### src/rtl/fp_mul_pkg.sv
// Shared definitions for the sequential single-precision multiply core.
// Holds the IEEE-754 field widths, the exponent bias, special-value
// constants, the FSM state encoding, the iteration count and the operand
// classification helper used when operands are captured.
package fp_mul_pkg;

    localparam int MAN_W  = 23;               // stored fraction width
    localparam int EXP_W  = 8;                // exponent width
    localparam int BIAS   = 127;              // exponent bias
    localparam int WORD_W = 1 + EXP_W + MAN_W;
    localparam int SIG_W  = MAN_W + 1;        // significand with hidden bit
    localparam int PROD_W = 2 * SIG_W;        // full significand product
    localparam int E_W    = EXP_W + 2;        // signed result-exponent width

    localparam logic [WORD_W-1:0] QNAN     = 32'h7FC0_0000;
    localparam logic [EXP_W-1:0]  EXP_INF  = '1;
    localparam logic [EXP_W-1:0]  EXP_ZERO = '0;

    // One shift-add step per multiplier bit.
    localparam int ITERS = SIG_W;
    localparam int CNT_W = 5;

    localparam logic [1:0] ST_IDLE = 2'd0;
    localparam logic [1:0] ST_MUL  = 2'd1;
    localparam logic [1:0] ST_PACK = 2'd2;

    typedef struct packed {
        logic             sign;
        logic [EXP_W-1:0] exp;
        logic             zero;   // exponent 0: true zero or flushed denormal
        logic             inf;
        logic             nan;
    } op_info_t;

    function automatic op_info_t classify(input logic [WORD_W-1:0] x);
        op_info_t info;
        info.sign = x[WORD_W-1];
        info.exp  = x[WORD_W-2 -: EXP_W];
        info.zero = (info.exp == EXP_ZERO);
        info.inf  = (info.exp == EXP_INF) && (x[MAN_W-1:0] == '0);
        info.nan  = (info.exp == EXP_INF) && (x[MAN_W-1:0] != '0);
        return info;
    endfunction

endpackage

### src/rtl/fp_mul_seq_core_if.sv
// Handshake/data bundle between the multiplier control sequencer (master)
// and the multiply core (slave).
//   Start_Muti : start strobe from the sequencer
//   A, B       : operands, sampled on an accepted start
//   Result     : registered product, held until the next Done
//   Done       : one-cycle completion pulse
//   Busy       : core is working on an operation
interface fp_mul_seq_core_if;
    import fp_mul_pkg::*;

    logic              Start_Muti;
    logic [WORD_W-1:0] A;
    logic [WORD_W-1:0] B;
    logic [WORD_W-1:0] Result;
    logic              Done;
    logic              Busy;

    modport master (
        output Start_Muti, A, B,
        input  Result, Done, Busy
    );

    modport slave (
        input  Start_Muti, A, B,
        output Result, Done, Busy
    );

endinterface

### src/rtl/fp_mant_shift_add.sv
// Shift-add significand multiplier. Holds the multiplicand, the multiplier
// and the product accumulator. Each step adds the multiplicand into the
// upper accumulator half when the current multiplier LSB is set, then shifts
// the accumulator and the multiplier right by one.
//   clk, rst   : clock, asynchronous active-high reset
//   load       : capture operands and clear the accumulator
//   step       : perform one shift-add iteration
//   count_done : marks the current step as the last one
//   mcand_in   : multiplicand significand (hidden bit included)
//   mplier_in  : multiplier significand (hidden bit included)
//   product_hi : product bits [PROD_W-1:MAN_W], the only bits packing needs
module fp_mant_shift_add
    import fp_mul_pkg::*;
(
    input  logic                    clk,
    input  logic                    rst,
    input  logic                    load,
    input  logic                    step,
    input  logic                    count_done,
    input  logic [SIG_W-1:0]        mcand_in,
    input  logic [SIG_W-1:0]        mplier_in,
    output logic [PROD_W-1:MAN_W]   product_hi
);

    logic [SIG_W-1:0]  mcand;
    logic [SIG_W-1:0]  mplier;
    logic [PROD_W-1:0] acc;
    logic              complete;
    logic [SIG_W:0]    upper_sum;

    // The carry out of the upper-half add becomes the new MSB after the shift.
    always_comb begin
        upper_sum = {1'b0, acc[PROD_W-1:SIG_W]} + (mplier[0] ? {1'b0, mcand} : '0);
    end

    // Once the final step has run, further steps are ignored so the product
    // stays intact until it is packed.
    always_ff @(posedge clk or posedge rst) begin
        if (rst) begin
            mcand    <= '0;
            mplier   <= '0;
            acc      <= '0;
            complete <= 1'b0;
        end else if (load) begin
            mcand    <= mcand_in;
            mplier   <= mplier_in;
            acc      <= '0;
            complete <= 1'b0;
        end else if (step && !complete) begin
            acc      <= {upper_sum, acc[SIG_W-1:1]};
            mplier   <= mplier >> 1;
            complete <= count_done;
        end
    end

    assign product_hi = acc[PROD_W-1:MAN_W];

endmodule

### src/rtl/fp_mul_seq_core.sv
// Sequential IEEE-754 single-precision multiply core. Operands are captured
// on an accepted start, the significand product is built over 24 shift-add
// cycles, and one PACK cycle normalizes, applies special cases and registers
// the result. Latency is 26 cycles regardless of operand values.
//   CLK, RST : clock, asynchronous active-high reset
//   bus      : slave side of fp_mul_seq_core_if
//              (Start_Muti, A, B in; Result, Done, Busy out)
module fp_mul_seq_core
    import fp_mul_pkg::*;
(
    input  logic               CLK,
    input  logic               RST,
    fp_mul_seq_core_if.slave   bus
);

    logic [1:0]             state;
    logic [CNT_W-1:0]       cnt;
    op_info_t               info_a;
    op_info_t               info_b;
    logic [WORD_W-1:0]      result_q;
    logic                   done_q;
    logic                   busy_q;
    logic                   accept;
    logic                   count_done;
    logic [PROD_W-1:MAN_W]  prod_hi;

    // Truncating normalize/pack with special-case and range saturation,
    // in priority order.
    function automatic logic [WORD_W-1:0] pack_result(
        input op_info_t              a,
        input op_info_t              b,
        input logic [PROD_W-1:MAN_W] p
    );
        logic                  s;
        logic                  top;
        logic signed [E_W-1:0] e;
        logic [MAN_W-1:0]      frac;
        s    = a.sign ^ b.sign;
        top  = p[PROD_W-1];
        e    = $signed({2'b00, a.exp}) + $signed({2'b00, b.exp})
             - $signed(E_W'(BIAS)) + $signed({{(E_W-1){1'b0}}, top});
        frac = top ? p[PROD_W-2 -: MAN_W] : p[PROD_W-3 -: MAN_W];
        if (a.nan || b.nan || (a.inf && b.zero) || (b.inf && a.zero))
            return QNAN;
        else if (a.inf || b.inf)
            return {s, EXP_INF, {MAN_W{1'b0}}};
        else if (a.zero || b.zero)
            return {s, EXP_ZERO, {MAN_W{1'b0}}};
        else if (e >= $signed(E_W'(EXP_INF)))
            return {s, EXP_INF, {MAN_W{1'b0}}};
        else if (e <= $signed(E_W'(0)))
            return {s, EXP_ZERO, {MAN_W{1'b0}}};
        else
            return {s, e[EXP_W-1:0], frac};
    endfunction

    assign accept     = (state == ST_IDLE) && bus.Start_Muti;
    assign count_done = (cnt == CNT_W'(ITERS - 1));

    fp_mant_shift_add u_mant (
        .clk        (CLK),
        .rst        (RST),
        .load       (accept),
        .step       (state == ST_MUL),
        .count_done (count_done),
        .mcand_in   ({|bus.A[WORD_W-2 -: EXP_W], bus.A[MAN_W-1:0]}),
        .mplier_in  ({|bus.B[WORD_W-2 -: EXP_W], bus.B[MAN_W-1:0]}),
        .product_hi (prod_hi)
    );

    always_ff @(posedge CLK or posedge RST) begin
        if (RST) begin
            state    <= ST_IDLE;
            cnt      <= '0;
            info_a   <= '0;
            info_b   <= '0;
            result_q <= '0;
            done_q   <= 1'b0;
            busy_q   <= 1'b0;
        end else begin
            done_q <= 1'b0;
            case (state)
                ST_IDLE: begin
                    if (bus.Start_Muti) begin
                        info_a <= classify(bus.A);
                        info_b <= classify(bus.B);
                        cnt    <= '0;
                        busy_q <= 1'b1;
                        state  <= ST_MUL;
                    end
                end
                ST_MUL: begin
                    cnt <= cnt + 1'b1;
                    if (count_done)
                        state <= ST_PACK;
                end
                ST_PACK: begin
                    result_q <= pack_result(info_a, info_b, prod_hi);
                    done_q   <= 1'b1;
                    busy_q   <= 1'b0;
                    state    <= ST_IDLE;
                end
                default: state <= ST_IDLE;
            endcase
        end
    end

    assign bus.Result = result_q;
    assign bus.Done   = done_q;
    assign bus.Busy   = busy_q;

endmodule

### src/flat_wrapper.sv
// flat-port wrapper written by rule: the top's interface ports become plain ports
module fp_mul_seq_core_flat import fp_mul_pkg::*;
  (CLK, RST, bus_Start_Muti, bus_A, bus_B, bus_Result, bus_Done, bus_Busy);
  fp_mul_seq_core_if bus_i ();
  input  logic CLK;
  input  logic RST;
  input wire logic [$bits(bus_i.Start_Muti)-1:0] bus_Start_Muti;
  input wire logic [$bits(bus_i.A)-1:0] bus_A;
  input wire logic [$bits(bus_i.B)-1:0] bus_B;
  output wire logic [$bits(bus_i.Result)-1:0] bus_Result;
  output wire logic [$bits(bus_i.Done)-1:0] bus_Done;
  output wire logic [$bits(bus_i.Busy)-1:0] bus_Busy;
  assign bus_i.Start_Muti = bus_Start_Muti;
  assign bus_i.A = bus_A;
  assign bus_i.B = bus_B;
  assign bus_Result = bus_i.Result;
  assign bus_Done = bus_i.Done;
  assign bus_Busy = bus_i.Busy;
  fp_mul_seq_core u_core (.CLK(CLK), .RST(RST), .bus(bus_i));
endmodule
### config.mk
export PLATFORM = sky130hd
export DESIGN_NAME = fp_mul_seq_core_flat
export DESIGN_NICKNAME = d
export VERILOG_FILES = /design/src/rtl/fp_mul_pkg.sv /design/src/rtl/fp_mul_seq_core_if.sv /design/src/rtl/fp_mant_shift_add.sv /design/src/rtl/fp_mul_seq_core.sv /design/src/flat_wrapper.sv
export SDC_FILE = /design/constraint.sdc
export NUM_CORES = 1
export LEC_CHECK = 0
export CAP_MARGIN = 20
export CORE_MARGIN = 3
export CORE_UTILIZATION = 45
export DETAILED_ROUTE_END_ITERATION = 7
export MAX_ROUTING_LAYER = met4
export PLACE_DENSITY = 0.75
export SYNTH_ARGS = -nofsm -noshare
export SYNTH_HDL_FRONTEND = slang
export SYNTH_SLANG_ARGS = --single-unit
### constraint.sdc
create_clock -name CLK -period 4.95 [get_ports CLK]
set_input_delay 0.99 -clock CLK [delete_from_list [all_inputs] [get_ports CLK]]
set_output_delay 0.99 -clock CLK [all_outputs]
set_load 0.01 [all_outputs]
After elaboration in Yosys (flattened, before gate mapping):

Cells that the tools add are included.

* input bits: 67
* logic and storage cells: 85
* output and inout port bits: 34
* bits in registers: 162

* add/subtract/negate cells: 5
* magnitude comparators: 2
* bitwise gates (word level): 1
* eq/ne operators: 7
* reduce and logical (&&, ||, !) cells: 30
* muxes and demuxes: 21

Operators by type and width (number)
* 31-bit two-way mux: 4
* 48-bit two-way mux: 2
* 24-bit two-way mux: 3
* 23-bit logical NOT: 2
* 23-bit nonzero test: 2
* 32-bit two-way mux: 1
* 24-bit by 25-bit adder with 25-bit output: 1
* 23-bit two-way mux: 1
* 8-bit equality test (second input constant): 2
* 8-bit logical NOT: 2
* 8-bit OR reduction: 2
* 10-bit by 2-bit adder with 10-bit output: 1
* 10-bit by 9-bit greater-or-equal comparator with 1-bit output (second input constant): 1
* 10-bit by 1-bit less-or-equal comparator with 1-bit output (second input constant): 1
* 5-bit one-hot mux with 2 select lines: 1
* 10-bit by 8-bit subtractor with 10-bit output (second input constant): 1
* 8-bit by 8-bit adder with 9-bit output: 1
* 1-bit logical AND: 8
* 2-bit AND reduction: 4
* 2-bit nonzero test: 3
* 5-bit by 1-bit adder with 5-bit output (second input constant): 1
* 5-bit equality test (second input constant): 1
* 1-bit logical OR: 5
* 5-bit two-way mux: 1
* 11 further kinds: 15

Longest topological paths before layout:

* depth in word-level cells: 9
* depth in mapped cells: 15
* mapped depth without buffers: 13

Modules after synthesis:

From an unflattened synthesis, not the netlist that was laid out.

* cell total of the unflattened synthesis: 843
* area total of the unflattened synthesis: 8134.1 µm²

Modules (own cells, without submodules)
* fp_mant_shift_add: area an instance 4340.4 µm², cells an instance 447, instances 1, sequential area each 1851.8 µm²
* fp_mul_seq_core: area an instance 3793.6 µm², cells an instance 396, instances 1, sequential area each 1626.6 µm²

Worst setup path after synthesis:

No wires, ideal clock.

* kind: reg2reg
* start: register u_core.u_mant.acc[47]
* end: register u_core.result_q[11], in the netlist u_core.bus.Result[11]
* buffers on the path: 3
* arrival: 3.027 ns
* slack: 1.804 ns
* library setup time: 0.119 ns
* period minus slack after synthesis: 3.146 ns
* cell stages (with the launch flop): 16
* required time: 4.831 ns
* cells stage by stage: dfrtp_1 clkbuf_1 clkbuf_1 inv_1 ha_1 inv_1 ha_1 nor2b_1 nand2_1 a311o_1 a2111oi_2 o21a_1 a31oi_2 nand3b_4 buf_6 o21ai_2

* word-level cells in the longest chain between the ends: 7
* elaborated cells between the ends (all ways): 9
* those cells by class: 1 x add/sub; 2 x order compare; 6 x mux

RTL lines
* start, declared: line fp_mant_shift_add.sv:27 `logic [PROD_W-1:0] acc;`
* start signal, assigned: line fp_mant_shift_add.sv:50 `acc <= {upper_sum, acc[SIG_W-1:1]};`
* 10-bit by 2-bit adder with 10-bit output: line fp_mul_seq_core.sv:41 `- $signed(E_W'(BIAS)) + $signed({{(E_W-1){1'b0}}, top});`
* 10-bit by 1-bit less-or-equal comparator with 1-bit output: line fp_mul_seq_core.sv:51 `else if (e <= $signed(E_W'(0)))`
* 31-bit two-way mux: line fp_mul_seq_core.sv:51
* 31-bit two-way mux *: line fp_mul_seq_core.sv:49 `else if (e >= $signed(E_W'(EXP_INF)))`
* 31-bit two-way mux *: line fp_mul_seq_core.sv:47 `else if (a.zero || b.zero)`
* 31-bit two-way mux *: line fp_mul_seq_core.sv:45 `else if (a.inf || b.inf)`
* 32-bit two-way mux *: line fp_mul_seq_core.sv:43 `if (a.nan || b.nan || (a.inf && b.zero) || (b.inf && a.zero))`
* end signal, assigned: line fp_mul_seq_core.sv:98 `result_q <= pack_result(info_a, info_b, prod_hi);`
* end, declared: line fp_mul_seq_core.sv:20 `logic [WORD_W-1:0] result_q;`

Every way passes the cells marked *; elsewhere a longest branch is shown, timed or not.
A chain may end at the register's enable or synchronous reset.

Worst setup path in the final report:

* start: register u_core.u_mant.mplier[0]
* end: register u_core.u_mant.acc[47]

* word-level cells in the longest chain between the ends: 4

RTL lines
* start, declared: line fp_mant_shift_add.sv:26 `logic [SIG_W-1:0] mplier;`
* start signal, assigned: line fp_mant_shift_add.sv:46 `mplier <= mplier_in;`
* start signal, assigned: line fp_mant_shift_add.sv:51 `mplier <= mplier >> 1;`
* 24-bit two-way mux: line fp_mant_shift_add.sv:33 `upper_sum = {1'b0, acc[PROD_W-1:SIG_W]} + (mplier[0] ? {1'b0, mcand} : '0);`
* 24-bit by 25-bit adder with 25-bit output: line fp_mant_shift_add.sv:33
* 48-bit two-way mux: line fp_mant_shift_add.sv:49 `end else if (step && !complete) begin`
* 48-bit two-way mux: line fp_mant_shift_add.sv:44 `end else if (load) begin`

Every way passes these cells. The select of a mux whose other input is x is not followed.

==> out/qor.yml <==
dpl.cell_count: 1192
syn-cell-area_um2: 7999
postCtsSetupRepairBufs: 0
fin_area_um2: 9837
warning_count_from_the_yosys_run: 0
area_of_the_die_um2: 19410
dr.first_iter.drc_count: 386
worst_path_largest_cell_delay_ns: 0.59
multiplexer_share_of_the_synthesized_area_pct: 3.394
yosys.area_share.simple_pct: 24.56
cts.path.max_buffers: 2
synth_largest_type_area_fraction_pct: 43.49
power.total_mw: 6.538
clkSlewWorstSetupHoldPaths_ns: 0.06
antenna_found_initial: 0
cts_tree: "done"
rows: 48
count_of_flip_flops_with_a_built_in_enable_after_synthesis: 0
mappedNetlistNets: 1002
mean_syn_cell_area_um2: 8.907
crit_type: "flop to flop"
path_buf_inv: 0
post-route-period-util_pct: 70.84
clock_tree.root_cell: "sky130_fd_sc_hd__clkbuf_16"
max_freq_ghz: 0.2852
route.detailed.drc: 0
finClkSkew_ns: 0.01142
combinational_family_with_the_most_area_after_synthesis: "simple AND/OR/NAND/NOR gates"
drt_pass1_iterations: 5
synthDistinctLibCells: 68
synth_xor_area_share_pct: 2.831
place_hpwl_um: 13680
status: "finished clean"
cts_sinks: 139
synth_seq_cells: 139
critical_path.endpoint_type: "flop"
async_flop_share_pct: 100.0
ys.flop_type: "sky130_fd_sc_hd__dfrtp_1"
worst_path_max_delay_cell: "sky130_fd_sc_hd__dfrtp_1"
n_fill_cell: 1551
setup_repair_after_global_routing_missed_its_margin: "no"
synth.largest_area_cell: "sky130_fd_sc_hd__dfrtp_1"
total_leakage_power_nw: 4.443
area_growth_pct: 22.98
grt_first_pass_wirelength_um: 32190
power_density_nw_per_um2: 664.6
ant_nets: 0
critical_path.startpoint_type: "flop"
slew_worst_pin_ns: 0.9286
count_of_placed_standard_cells_in_the_final_layout_fillers_left_out: 1224
cts_hold_repair_buffers: 0
synth.area.top_cells: "sky130_fd_sc_hd__dfrtp_1, sky130_fd_sc_hd__nand2_1, sky130_fd_sc_hd__ha_1"
register_area_um2: 3478
die_w_um: 139.3
timing.final.max_slew_violations: 0
max_cap_viol_count: 0
worst_path_maximum_fanout: 25
worst_slew_margin_rel_pct: 38.09
worst-endpoint-required_ns: 5.27
floorplan.die.height_um: 139.3
critical_path.cell_chain: "and2_1 > ha_1 > fa_1 > a211oi_1 > nor2_1 > o31ai_1 > a21oi_1 > or2_2 > a311oi_1 > o21ai_0 > a32o_1"
seq_area_frac_synth_pct: 43.49
pin_count: 101
postLayoutCoreUtil_pct: 56.68
gp_routability_congestion: 0.8544
via_count_of_the_first_global_routing_pass: 6447
wire_per_inst_um: 15.48
worstSkewPairLatency_ns: 0.43
cpLargestDelayFamily: "compound AO/OA/AOI/OAI gates"
final_layout_size_suffix_gt1_share_pct: 8.509
postCtsResizedCells: 0
gate_count_post_synth: 898
num-nets-final: 1090
timing.setup.tns_ns: 0
detailroute.via_count: 6680
worst_ir_drop_vdd_uv: 328.1
gr-total-overflow: 0
postPlaceCellArea_um2: 9186
routed_wl_um: 18950
cts_h_tree_lvls: 4
final_count_of_negative_setup_slack_endpoints: 0
post_synth_fa_ha_maj_area_fraction_pct: 5.975
core_area_um2: 17360
hold_violations: 0
initial_core_util_pct: 46.09
critical_path_arrival_ns: 3.82
synth_compound_gate_area_share_pct: 17.08
io_buffer_count: 100
drt-vias-per-instance: 5.458
grt_start_max_net_pins: 106
diodes: 0
period_needed_ns: 3.506
hold_wc_path_type: "flop to flop"
inserted_clock_buffers: 17
multiInputGateArea_um2: 4312
grt_util_all_layers_pct: 20.77
## tightest hold or removal path, delay by kind of cell (launching register included)
kind	cells	cell delay [ns]
AND/OR/NAND/NOR	2	0.10
flip-flops	1	0.33
## logic make-up after synthesis
family / Yosys count
buffers and inverters: 51
and+or+nand+nor: 430
DFF: 139
adders and majority gates: 37
AOI/OAI and AO/OA: 189
xor gates and xnor gates: 25
muxes: 27
## per-stage QoR
| step | setup WS [ns] | hold slack, ns |
|---|---|---|
| after floorplan | 0.2355 | 0.4374 |
| after detailed placement | 1.523 | 0.4555 |
| after global placement | 1.624 | 0.4511 |
| after CTS | 1.506 | 0.4705 |
| final | 1.444 | 0.4656 |
| after global routing | 1.231 | 0.4913 |
## layout make-up
class	count	share of cell area (%)
clock inverters	11	1.933
inverters	11	0.4706
well taps	225	2.862
multi-input cells	708	43.83
flip-flops and latches	139	35.36
clock buffers	21	4.681
repair buffers	109	10.86
## registers in the layout, summed over array words and instances (netlist names)
| name | flops |
|---|---|
| u_core.bus.Busy | 1 |
| u_core.bus.Done | 1 |
| u_core.state | 2 |
| u_core.u_mant.complete | 1 |
| u_core.cnt | 5 |
| u_core.u_mant.mcand | 24 |
| u_core.info_a | 12 |
| u_core.u_mant.mplier | 24 |
| u_core.u_mant.acc | 25 |
| u_core.bus.Result | 32 |
| u_core.info_b | 12 |
## metal layers
layer  global-route usage (%)  vias to the layer above  routed length (um)
met4                    5.355                        0                 217
met5                        -                        -                   0
li1                         -                     3333                   -
met2                    30.53                      160                8513
met1                    29.35                     3168                9162
met3                    4.570                       19                1056
## path summary, 6_finish.rpt
check                                                      end                                 from  slack (ns)  depth (start not counted)
setup / recovery             u_core.u_mant.acc[47]$_DFFE_PP0P_  u_core.u_mant.mplier[0]$_DFFE_PP0P_        1.44                         11
hold / removal             u_core.u_mant.mcand[20]$_DFFE_PP0P_  u_core.u_mant.mcand[20]$_DFFE_PP0P_        0.47                          2
setup reg to reg             u_core.u_mant.acc[47]$_DFFE_PP0P_  u_core.u_mant.mplier[0]$_DFFE_PP0P_        1.44                         11
hold reg to reg            u_core.u_mant.mcand[20]$_DFFE_PP0P_  u_core.u_mant.mcand[20]$_DFFE_PP0P_        0.47                          2
max in group asynchronous    u_core.u_mant.acc[28]$_DFFE_PP0P_                                  RST        3.04                          3
min in group asynchronous     u_core.bus.Result[0]$_DFFE_PP0P_                                  RST        1.13                          2
## power breakdown
group	total [mW]	internal, mW	switching, mW	leakage [nW]
registers	1.90	1.56	0.334	1.77
clock network	1.40	0.920	0.483	0.317
logic	3.24	1.35	1.89	2.35
total	6.54	3.83	2.70	4.44
## synthesized netlist by cell type, types with 4 or more instances
cell and n:
sky130_fd_sc_hd__o31ai_1 4, sky130_fd_sc_hd__or3_1 6, sky130_fd_sc_hd__mux2i_1 26, sky130_fd_sc_hd__xnor2_1 10, sky130_fd_sc_hd__o21a_1 6, sky130_fd_sc_hd__a21o_1 17
sky130_fd_sc_hd__nand2b_1 11, sky130_fd_sc_hd__o21ai_1 4, sky130_fd_sc_hd__nand2_1 248, sky130_fd_sc_hd__nor3b_1 5, sky130_fd_sc_hd__o21bai_1 5, sky130_fd_sc_hd__nand4_1 9
sky130_fd_sc_hd__nor3_1 11, sky130_fd_sc_hd__o21ai_2 20, sky130_fd_sc_hd__ha_1 35, sky130_fd_sc_hd__dfrtp_1 139, sky130_fd_sc_hd__clkbuf_1 31, sky130_fd_sc_hd__a21oi_1 19
sky130_fd_sc_hd__a211oi_1 9, sky130_fd_sc_hd__buf_1 6, sky130_fd_sc_hd__o21ai_0 39, sky130_fd_sc_hd__inv_1 11, sky130_fd_sc_hd__a31oi_1 28, sky130_fd_sc_hd__nand3_1 15
sky130_fd_sc_hd__nor4_1 18, sky130_fd_sc_hd__a22o_1 7, sky130_fd_sc_hd__and2_1 28, sky130_fd_sc_hd__a22oi_1 4, sky130_fd_sc_hd__xor2_1 14, sky130_fd_sc_hd__nor2_1 58
## layout by cell type, fill, tap and decap left out, types with 7 or more instances in the layout
cell / count
sky130_fd_sc_hd__nor3_1: 11
sky130_fd_sc_hd__a21o_1: 17
sky130_fd_sc_hd__nor2_1: 57
sky130_fd_sc_hd__a21oi_1: 19
sky130_fd_sc_hd__and2_1: 28
sky130_fd_sc_hd__nor4_1: 18
sky130_fd_sc_hd__o21ai_2: 20
sky130_fd_sc_hd__dfrtp_1: 139
sky130_fd_sc_hd__nand3_1: 15
sky130_fd_sc_hd__a211oi_1: 9
sky130_fd_sc_hd__clkbuf_16: 17
sky130_fd_sc_hd__mux2i_1: 26
sky130_fd_sc_hd__a31oi_1: 28
sky130_fd_sc_hd__nand2b_1: 11
sky130_fd_sc_hd__xnor2_1: 10
sky130_fd_sc_hd__a22o_1: 7
sky130_fd_sc_hd__clkdlybuf4s50_1: 100
sky130_fd_sc_hd__nand4_1: 9
sky130_fd_sc_hd__ha_1: 35
sky130_fd_sc_hd__buf_4: 9
sky130_fd_sc_hd__inv_1: 10
sky130_fd_sc_hd__o21ai_0: 39
sky130_fd_sc_hd__xor2_1: 14
sky130_fd_sc_hd__nand2_1: 247
No activity file was read; power rests on OpenSTA's default activity.
